[src/rtl/pwm_duty_ramp.sv]
// pwm_duty_ramp: soft-start duty slew controller feeding the PWM duty-load port.
// Accepts a target duty and walks DutyOut toward it in StepSize increments, one
// step every Interval+2 cycles, strobing LoadDuty with each new value.
// Optional feature: define PWM_RAMP_HOLD_EN to add a Hold input that freezes the
// step-interval counter while in WAIT.
module pwm_duty_ramp #(
  parameter int unsigned WIDTH = 8,
  parameter int unsigned DIV_W = 16
) (
  input  logic             Clock,
  input  logic             ResetN,
  input  logic             TargetValid,
  input  logic [WIDTH-1:0] TargetIn,
  output logic             TargetReady,
  input  logic [WIDTH-1:0] StepSize,
  input  logic [DIV_W-1:0] Interval,
`ifdef PWM_RAMP_HOLD_EN
  input  logic             Hold,
`endif
  output logic [WIDTH-1:0] DutyOut,
  output logic             LoadDuty,
  output logic             Busy,
  output logic             Done
);

  typedef enum logic [1:0] {
    StIdle = 2'd0,
    StWait = 2'd1,
    StStep = 2'd2
  } state_e;

  state_e           state_q, state_d;
  logic [WIDTH-1:0] duty_q, duty_d;
  logic [WIDTH-1:0] target_q, target_d;
  logic [DIV_W-1:0] cnt_q, cnt_d;
  logic             load_q, load_d;
  logic             done_q, done_d;

  logic             hold_w;
  logic             accept;
  logic [WIDTH-1:0] step_eff;
  logic [WIDTH:0]   up_sum;
  logic [WIDTH:0]   dn_floor;
  logic             ramp_up;
  logic [WIDTH-1:0] next_duty;

`ifdef PWM_RAMP_HOLD_EN
  assign hold_w = Hold;
`else
  assign hold_w = 1'b0;
`endif

  // Handshake and status decode straight from the state register.
  assign TargetReady = (state_q != StStep);
  assign Busy        = (state_q != StIdle);
  assign accept      = TargetValid & TargetReady;

  assign DutyOut  = duty_q;
  assign LoadDuty = load_q;
  assign Done     = done_q;

  // Step arithmetic at WIDTH+1 bits so neither direction can wrap.
  always_comb begin
    step_eff = StepSize;
    if (StepSize == '0) begin
      step_eff = {{(WIDTH-1){1'b0}}, 1'b1};
    end
    up_sum   = {1'b0, duty_q} + {1'b0, step_eff};
    // duty - step stays above target only when duty exceeds target + step
    dn_floor = {1'b0, target_q} + {1'b0, step_eff};
    ramp_up  = (duty_q < target_q);
    if (ramp_up) begin
      if (up_sum >= {1'b0, target_q}) begin
        next_duty = target_q;
      end else begin
        next_duty = up_sum[WIDTH-1:0];
      end
    end else begin
      if ({1'b0, duty_q} > dn_floor) begin
        next_duty = duty_q - step_eff;
      end else begin
        next_duty = target_q;
      end
    end
  end

  // Next-state logic for the IDLE / WAIT / STEP sequencer.
  always_comb begin
    state_d  = state_q;
    duty_d   = duty_q;
    target_d = target_q;
    cnt_d    = cnt_q;
    load_d   = 1'b0;
    done_d   = 1'b0;

    unique case (state_q)
      StIdle: begin
        if (accept) begin
          target_d = TargetIn;
          if (TargetIn == duty_q) begin
            done_d = 1'b1;
          end else begin
            cnt_d   = Interval;
            state_d = StWait;
          end
        end
      end

      StWait: begin
        if (accept) begin
          target_d = TargetIn;
        end
        if (accept && (TargetIn == duty_q)) begin
          // Retarget onto the current duty ends the ramp without a strobe.
          state_d = StIdle;
          done_d  = 1'b1;
          cnt_d   = '0;
        end else if (!hold_w) begin
          if (cnt_q == '0) begin
            state_d = StStep;
          end else begin
            cnt_d = cnt_q - 1'b1;
          end
        end
      end

      StStep: begin
        duty_d = next_duty;
        load_d = 1'b1;
        if (next_duty == target_q) begin
          state_d = StIdle;
          done_d  = 1'b1;
        end else begin
          cnt_d   = Interval;
          state_d = StWait;
        end
      end

      default: begin
        state_d = StIdle;
      end
    endcase
  end

  // State and datapath registers; reset aborts any ramp without a final strobe.
  always_ff @(posedge Clock or negedge ResetN) begin
    if (!ResetN) begin
      state_q  <= StIdle;
      duty_q   <= '0;
      target_q <= '0;
      cnt_q    <= '0;
      load_q   <= 1'b0;
      done_q   <= 1'b0;
    end else begin
      state_q  <= state_d;
      duty_q   <= duty_d;
      target_q <= target_d;
      cnt_q    <= cnt_d;
      load_q   <= load_d;
      done_q   <= done_d;
    end
  end

endmodule
[config.mk]
export PLATFORM = sky130hd
export DESIGN_NAME = pwm_duty_ramp
export DESIGN_NICKNAME = d
export VERILOG_FILES = /design/src/rtl/pwm_duty_ramp.sv
export SDC_FILE = /design/constraint.sdc
export NUM_CORES = 1
export LEC_CHECK = 0
export ABC_AREA = 1
export BUFFER_PORTS_ARGS = -buffer_cell sky130_fd_sc_hd__buf_4
export CAP_MARGIN = 20
export CORE_UTILIZATION = 57
export DETAILED_ROUTE_END_ITERATION = 8
export GPL_TIMING_DRIVEN = 0
export PLACE_DENSITY = 0.78
export SLEW_MARGIN = 20
export SYNTH_ARGS = -nofsm -noshare
export SYNTH_HDL_FRONTEND = slang
export SYNTH_SLANG_ARGS = --single-unit
[constraint.sdc]
create_clock -name Clock -period 4.49 [get_ports Clock]
set_input_delay 0 -clock Clock [delete_from_list [all_inputs] [get_ports Clock]]
set_output_delay 0 -clock Clock [all_outputs]
set_load 0.01 [all_outputs]
==> Flow_metrics.wiki, run 1 <==
{| class="wikitable"
! Metric !! Value
|-
| Area share of the leading cell type in the synthesized netlist || 22.0%
|-
| Die width || 86.8 um
|-
| Arrival time reported for the critical path endpoint || 4.27 ns
|-
| Fill cells || 625
|-
| Fraction of layout cells with a size suffix above 1 || 14.4%
|-
| Remaining design rule violation count || 0
|-
| Number of gates resized after cts || 0
|-
| Number of antenna violations at the first check in global routing || 0
|-
| Pre-antenna DRT Iters || 5
|-
| Number of sinks driven by the clock tree || 36
|-
| Summed negative setup slack over all endpoints || 0 ns
|-
| Total Die Area || 7530 sq um
|-
| Biggest area contributors in the synthesized netlist || dfrtp_1, ha_1, nand2_1
|-
| Violation count after the first detailed-route iteration || 182
|-
| Number of nets with antenna violations after detailed routing || 0
|-
| Total length of routed wires || 10600 um
|-
| Total count of hold-check failures in the final report || 0
|-
| Synth Instances || 598
|-
| Final layout net count || 743
|-
| Count of cell types in the netlist || 41
|-
| IO Pins || 47
|-
| Netlist area before placement || 4100 sq um
|-
| Count of yosys warnings during synthesis || 0
|-
| Number of enable-type register cells in the synthesized netlist || 0
|-
| Area delta synth->final || 15.2%
|-
| Standard cell with the maximum stage delay on the critical path || dfrtp_1
|-
| Relative slew slack || 54.1%
|-
| Root buffer selected by CTS || clkbuf_8
|-
| Most numerous cell in the Yosys netlist || nand2_1
|-
| Routability Congestion || 0.921
|-
| Overall routing resource usage || 30.5%
|-
| Sequential-to-total area share from yosys stat || 22.0%
|-
| Status || completed
|-
| Required @ worst endpoint || 4.68 ns
|-
| Via count of the first global-routing pass || 3881
|-
| Max VDD drop || 0.275 mV
|-
| Transition time at the pin with the least slew margin || 0.687 ns
|-
| Critical path start-end classification || flop to flop
|-
| Floorplan die height || 86.8 um
|-
| Category of the worst setup path launch point || flop
|-
| Min-Delay Path Class || input port to flop
|-
| Port Buffers || 46
|-
| Share of async-settable or async-resettable flops after synthesis || 100%
|-
| Standard cell core area || 6870 sq um
|-
| First-pass GRT wire length || 17900 um
|-
| Top cell type by total area after synthesis || dfrtp_1
|-
| Critical path's most frequent cell || nand2_1
|-
| Setup repair after global routing missed its margin || false
|-
| Number of storage elements in the synthesis netlist || 36
|-
| Cell type group with the largest total delay on the critical path || simple AND/OR/NAND/NOR gates
|-
| Post-CTS Hold Fix Bufs || 6
|-
| Maximum capacitance violations || 0
|-
| Max Fanout on Critical Path || 10
|-
| Number of placement rows || 30
|-
| Buffers inserted during post-CTS setup optimization || 0
|-
| Achievable frequency || 245 MHz
|-
| Number of placed instances with taps included || 740
|-
| Critical path buffer and inverter count || 2
|-
| Total of endpoints with negative setup slack in the final report || 0
|-
| Most used DFF post-synth || dfrtp_1
|-
| Leak || 2.49 nW
|-
| Average wire length per cell after detail routing || 14.1 um
|-
| Peak per-stage delay on the critical path || 0.50 ns
|-
| Maximum buffer depth of the clock tree || 2
|-
| CTS buffer count || 5
|-
| Count of final max-slew check failures || 0
|-
| Mean cell area of the mapped netlist || 6.85 sq um
|-
| Most instantiated cells after synthesis || nand2_1, nand3_1, inv_1, ha_1, o21ai_0
|-
| Power per standard cell area || 403 nW/um^2
|-
| Clock period minus worst slack || 4.08 ns
|-
| Initial Util || 59.7%
|-
| CTS tree || done
|-
| Crit. End Element || flop
|-
| Worst-Skew Late Latency || 0.29 ns
|-
| Post-route clock period utilization || 91.0%
|-
| Clk pin slew, worst setup/hold paths || 0.08 ns
|-
| Average vias per placed instance || 5.46
|-
| Pin count of the biggest net entering global routing || 37
|-
| Clock Skews || 0.0133 ns
|-
| Number of vias after detailed routing || 4118
|-
| Antenna diode count || 0
|-
| Number of nets in the synthesized netlist || 684
|-
| Final cell count without fillers || 754
|-
| Congestion Overflow GR || 0
|-
| Sum of net half-perimeters after detailed placement || 8430 um
|-
| H-Tree Depth || 2
|}
## kinds of logic after synthesis
family,Yosys count,synth area share (%)
simple gates,295,33.7
compound gates,92,12.3
buf+inv,92,9.04
fa+ha+maj,51,16.1
flops,36,22.0
xor+xnor,32,6.84
## routing by layer
| layer | track usage (%) | vias to the layer above | routed length, um | part of all wire, % |
|---|---|---|---|---|
| met5 | 0 | - | 0 | 0 |
| met2 | 53.8 | 113 | 5230 | 49 |
| met4 | 13.2 | 0 | 339 | 3.2 |
| met3 | 4.10 | 25 | 457 | 4.3 |
| met1 | 37.1 | 1890 | 4610 | 43 |
| li1 | - | 2090 | - | - |
## metrics by stage
stage / hold slack, ns / area (sq um) / utilization [%] / power, mW / setup WS [ns]
2_1_floorplan: -0.296 / 4100 / - / 1.37 / 0.955
3_3_place_gp: -0.0166 / 4560 / 66.4 / 1.61 / 0.258
3_5_place_dp: -0.0127 / 4560 / 66.4 / 1.64 / 0.191
4_1_cts: 0.00929 / 4720 / 68.7 / 1.90 / 0.415
5_1_grt: 0.0309 / 4720 / 68.7 / 2.10 / 0.0283
6_report: 0.0143 / 4720 / 68.7 / 1.90 / 0.406
## final timing paths
kind / slack [ns] / to / depth (start not counted) / from
setup reg to reg: 0.41 / cnt_q[6]$_DFFE_PN0P_ / 26 / target_q[0]$_DFFE_PN0P_
min in group asynchronous: 0.20 / DutyOut[6]$_DFFE_PN0P_ / 2 / ResetN
hold / removal: 0.01 / target_q[7]$_DFFE_PN0P_ / 3 / TargetIn[7]
max in group asynchronous: 3.94 / DutyOut[0]$_DFFE_PN0P_ / 2 / ResetN
hold reg to reg: 0.49 / cnt_q[10]$_DFFE_PN0P_ / 2 / cnt_q[10]$_DFFE_PN0P_
setup / recovery: 0.41 / cnt_q[6]$_DFFE_PN0P_ / 26 / target_q[0]$_DFFE_PN0P_
## worst reg2reg max path: cells and delay by family, from the launching register on
kind | cells | cell delay, ns
compound gates | 1 | 0.28
xor+xnor | 1 | 0.12
fa+ha+maj | 3 | 0.94
buf+inv | 2 | 0.30
flops | 1 | 0.50
simple gates | 19 | 1.88
## flip-flops by register name, indices dropped and copies added (netlist names)
register  flops
Done          1
DutyOut       8
LoadDuty      1
cnt_q        16
state_q       2
target_q      8
## power breakdown
part           internal, mW  switching (mW)
Clock                 0.125           0.124
Combinational         0.443           0.674
Sequential            0.414           0.122
## cells in the final DEF (no fill, tap or decap), types with 2 or more instances in the layout
master	Yosys	routed
clkinv_1	2	2
nand2_1	143	143
clkbuf_8	0	6
clkbuf_1	10	10
nand4_1	4	4
nor2_1	29	29
nand2_4	2	2
buf_2	6	6
nand2_2	15	15
nor2_2	2	2
nand3_2	2	2
buf_4	0	46
nand3_1	75	75
a21oi_1	29	29
dlygate4sd3_1	0	6
nor3_1	6	6
o211ai_1	2	2
ha_1	48	48
xor2_1	25	25
and2_1	2	2
nor2_4	3	3
o21ai_1	2	2
nand3b_1	5	5
dfrtp_1	36	36
inv_1	69	69
o21ai_0	44	44
o21bai_1	3	3
fa_1	3	3
xnor2_1	7	7
a21boi_0	2	2
a31oi_1	6	6
nor4_1	2	2
inv_2	3	3
## cell type report
class	instances	area [sq um]	area share (%)
Clock buffer	6	82.6	1.75
Buffer	18	92.6	1.96
Timing Repair Buffer	52	405	8.59
Tap cell	96	120	2.55
Multi-Input combinational cell	470	2830	59.9
Clock inverter	2	13.8	0.292
Inverter	74	278	5.89
Sequential cell	36	901	19.1
(Power assumes the default switching activity.)
==> run 2, diff against run 1 <==
--- a/config.mk
+++ b/config.mk
@@ -9,9 +9,11 @@
 export BUFFER_PORTS_ARGS = -buffer_cell sky130_fd_sc_hd__buf_4
 export CAP_MARGIN = 20
 export CORE_UTILIZATION = 57
+export CTS_BUF_LIST = sky130_fd_sc_hd__clkbuf_8 sky130_fd_sc_hd__clkbuf_16
 export DETAILED_ROUTE_END_ITERATION = 8
 export GPL_TIMING_DRIVEN = 0
 export PLACE_DENSITY = 0.78
+export REMOVE_ABC_BUFFERS = 1
 export SLEW_MARGIN = 20
 export SYNTH_ARGS = -nofsm -noshare
 export SYNTH_HDL_FRONTEND = slang
==> Flow_metrics.wiki, run 2 (synthesis results as in run 1) <==
{| class="wikitable"
! Metric !! Value
|-
| Sum of net half-perimeters after detailed placement || 8020 um (was 8430 um)
|-
| Standard cell core area || 6870 sq um (unchanged)
|-
| Count of final max-slew check failures || 0 (unchanged)
|-
| Achievable frequency || 248 MHz (was 245 MHz)
|-
| Fraction of layout cells with a size suffix above 1 || 14.2% (was 14.4%)
|-
| Most frequent cells in the layout || nand2_1, nand3_1, inv_1, ha_1, buf_4 (unchanged)
|-
| Via count of the first global-routing pass || 3754 (was 3881)
|-
| Commonest non-fill, non-tap cell in the layout || nand2_1 (unchanged)
|-
| Maximum buffer depth of the clock tree || 2 (unchanged)
|-
| Total of endpoints with negative setup slack in the final report || 0 (unchanged)
|-
| Total count of hold-check failures in the final report || 0 (unchanged)
|-
| Setup repair after global routing missed its margin || false (unchanged)
|-
| Standard cell with the maximum stage delay on the critical path || dfrtp_1 (unchanged)
|-
| Die width || 86.8 um (unchanged)
|-
| Average vias per placed instance || 5.44 (was 5.46)
|-
| Category of the worst setup path launch point || flop (unchanged)
|-
| Maximum capacitance violations || 0 (unchanged)
|-
| Number of antenna violations at the first check in global routing || 0 (unchanged)
|-
| Clk pin slew, worst setup/hold paths || 0.08 ns (about the same)
|-
| Final layout net count || 726 (was 743)
|-
| Peak per-stage delay on the critical path || 0.53 ns (was 0.50 ns)
|-
| Routability Congestion || 0.925 (was 0.921)
|-
| Fill cells || 610 (was 625)
|-
| Worst-Skew Late Latency || 0.28 ns (was 0.29 ns)
|-
| Critical path's most frequent cell || nand2_1 (unchanged)
|-
| Final core utilization || 67.8% (was 68.7%)
|-
| Port Buffers || 46 (unchanged)
|-
| Root buffer selected by CTS || clkbuf_8 (unchanged)
|-
| Pin count of the biggest net entering global routing || 37 (unchanged)
|-
| Total Die Area || 7530 sq um (unchanged)
|-
| Area of placed instances || 4480 sq um (was 4560 sq um)
|-
| Critical path start-end classification || flop to flop (unchanged)
|-
| Max Fanout on Critical Path || 16 (was 10)
|-
| Power per standard cell area || 399 nW/um^2 (was 403 nW/um^2)
|-
| H-Tree Depth || 2 (unchanged)
|-
| IO Pins || 47 (unchanged)
|-
| CTS buffer count || 5 (unchanged)
|-
| Number of placement rows || 30 (unchanged)
|-
| Number of nets with antenna violations after detailed routing || 0 (unchanged)
|-
| Max VDD drop || 0.244 mV (was 0.275 mV)
|-
| Post-route clock period utilization || 89.7% (was 91.0%)
|-
| Required @ worst endpoint || 4.67 ns (was 4.68 ns)
|-
| Antenna diode count || 0 (unchanged)
|-
| Flip-flop count of the largest register after layout || 16 (unchanged)
|-
| Violation count after the first detailed-route iteration || 204 (was 182)
|-
| Relative slew slack || 37.0% (was 54.1%)
|-
| CTS tree || done (unchanged)
|-
| Floorplan die height || 86.8 um (unchanged)
|-
| Pre-antenna DRT Iters || 6 (was 5)
|-
| Number of vias after detailed routing || 4012 (was 4118)
|-
| Clock period minus worst slack || 4.03 ns (was 4.08 ns)
|-
| WHS Path Cells || 3 (unchanged)
|-
| Final cell count without fillers || 737 (was 754)
|-
| Min-Delay Path Class || input port to flop (unchanged)
|-
| First-pass GRT wire length || 17500 um (was 17900 um)
|-
| Number of placed instances with taps included || 722 (was 740)
|-
| Area delta synth->final || 13.6% (was 15.2%)
|-
| Congestion Overflow GR || 0 (unchanged)
|-
| Number of sinks driven by the clock tree || 36 (unchanged)
|-
| Summed negative setup slack over all endpoints || 0 ns (unchanged)
|-
| Layout Cell Area excl Fill || 4660 sq um (was 4720 sq um)
|-
| Status || completed (unchanged)
|-
| Initial Util || 59.7% (unchanged)
|-
| Overall routing resource usage || 29.5% (was 30.5%)
|-
| Arrival time reported for the critical path endpoint || 4.20 ns (was 4.27 ns)
|-
| Transition time at the pin with the least slew margin || 0.944 ns (was 0.687 ns)
|-
| Count of cells along the worst register-to-register path || 26 (unchanged)
|-
| Most flops, register || cnt_q (unchanged)
|-
| Remaining design rule violation count || 0 (unchanged)
|-
| Leak || 2.45 nW (was 2.49 nW)
|-
| Average wire length per cell after detail routing || 14.0 um (was 14.1 um)
|-
| Clock Skews || 0.00872 ns (was 0.0133 ns)
|-
| Total length of routed wires || 10300 um (was 10600 um)
|-
| Crit. End Element || flop (unchanged)
|}
## run 2: changes by cell type in the layout (fill, tap and decap cells not counted), sizes merged
| cell | before | now |
|---|---|---|
| buf | 53 | 48 |
| clkbuf | 17 | 5 |
| clkinv | 3 | 5 |
| dlygate4sd3 | 6 | 5 |
| inv | 73 | 72 |
## run 2: final timing paths
| check | startpoint | slack (ns) | endpoint |
|---|---|---|---|
| max | target_q[0]$_DFFE_PN0P_ | 0.46 | cnt_q[3]$_DFFE_PN0P_ |
| min | TargetIn[0] | 0.01 | target_q[0]$_DFFE_PN0P_ |
| max reg2reg | target_q[0]$_DFFE_PN0P_ | 0.46 | cnt_q[3]$_DFFE_PN0P_ |
| min reg2reg | cnt_q[10]$_DFFE_PN0P_ | 0.49 | cnt_q[10]$_DFFE_PN0P_ |
| max in group asynchronous | ResetN | 3.93 | DutyOut[6]$_DFFE_PN0P_ |
| min in group asynchronous | ResetN | 0.21 | target_q[2]$_DFFE_PN0P_ |
## run 2: layer usage
metal  vias to the layer above  share of wire (%)  global-route usage, %
met5                         -                  0                      0
met4                         0                3.1                   10.6
li1                       2051                  -                      -
met2                       110                 48                   50.0
met1                      1824                 44                   37.9
met3                        27                5.2                   4.57
## run 2: area by class of cell
class / instances / area, sq um / share of cell area (%)
Clock inverter: 3 / 18.8 / 0.403
Sequential cell: 36 / 902 / 19.4
Tap cell: 96 / 120 / 2.58
Timing Repair Buffer: 53 / 423 / 9.08
Clock buffer: 5 / 68.8 / 1.48
Multi-Input combinational cell: 470 / 2850 / 61.1
Inverter: 74 / 278 / 5.97
## run 2: worst max-delay path: cells and delay by family, from the launching register on
family | cells | cell delay (ns)
XOR/XNOR | 1 | 0.11
AND/OR/NAND/NOR | 19 | 1.83
AO/OA/AOI/OAI | 1 | 0.26
adder cells (fa/ha/maj) | 3 | 0.92
buffers and inverters | 2 | 0.24
flip-flops | 1 | 0.53
## run 2: where the power goes
| part | total [mW] | leakage [nW] | internal, mW | switching [mW] |
|---|---|---|---|---|
| sequential | 0.538 | 0.423 | 0.415 | 0.123 |
| clock | 0.227 | 0.0479 | 0.108 | 0.119 |
| combinational | 1.09 | 1.98 | 0.428 | 0.663 |
## run 2: metrics by stage
step | power, mW | setup WS [ns] | hold slack [ns]
finish | 1.86 | 0.463 | 0.0148
global route | 2.06 | 0.0857 | 0.00841
CTS | 1.85 | 0.287 | 0.00424
detailed placement | 1.61 | 0.0741 | -0.0141
global placement | 1.57 | 0.126 | -0.0172
floorplan | 1.34 | 0.907 | -0.296
## run 2: timing repair
action | CTS | global route
gates resized for setup | 0 | 3
hold endpoints to repair | 40 | 0
endpoints found under the setup margin | 0 | 16
buffers inserted | 0 | 2
hold buffers | 5 | 0
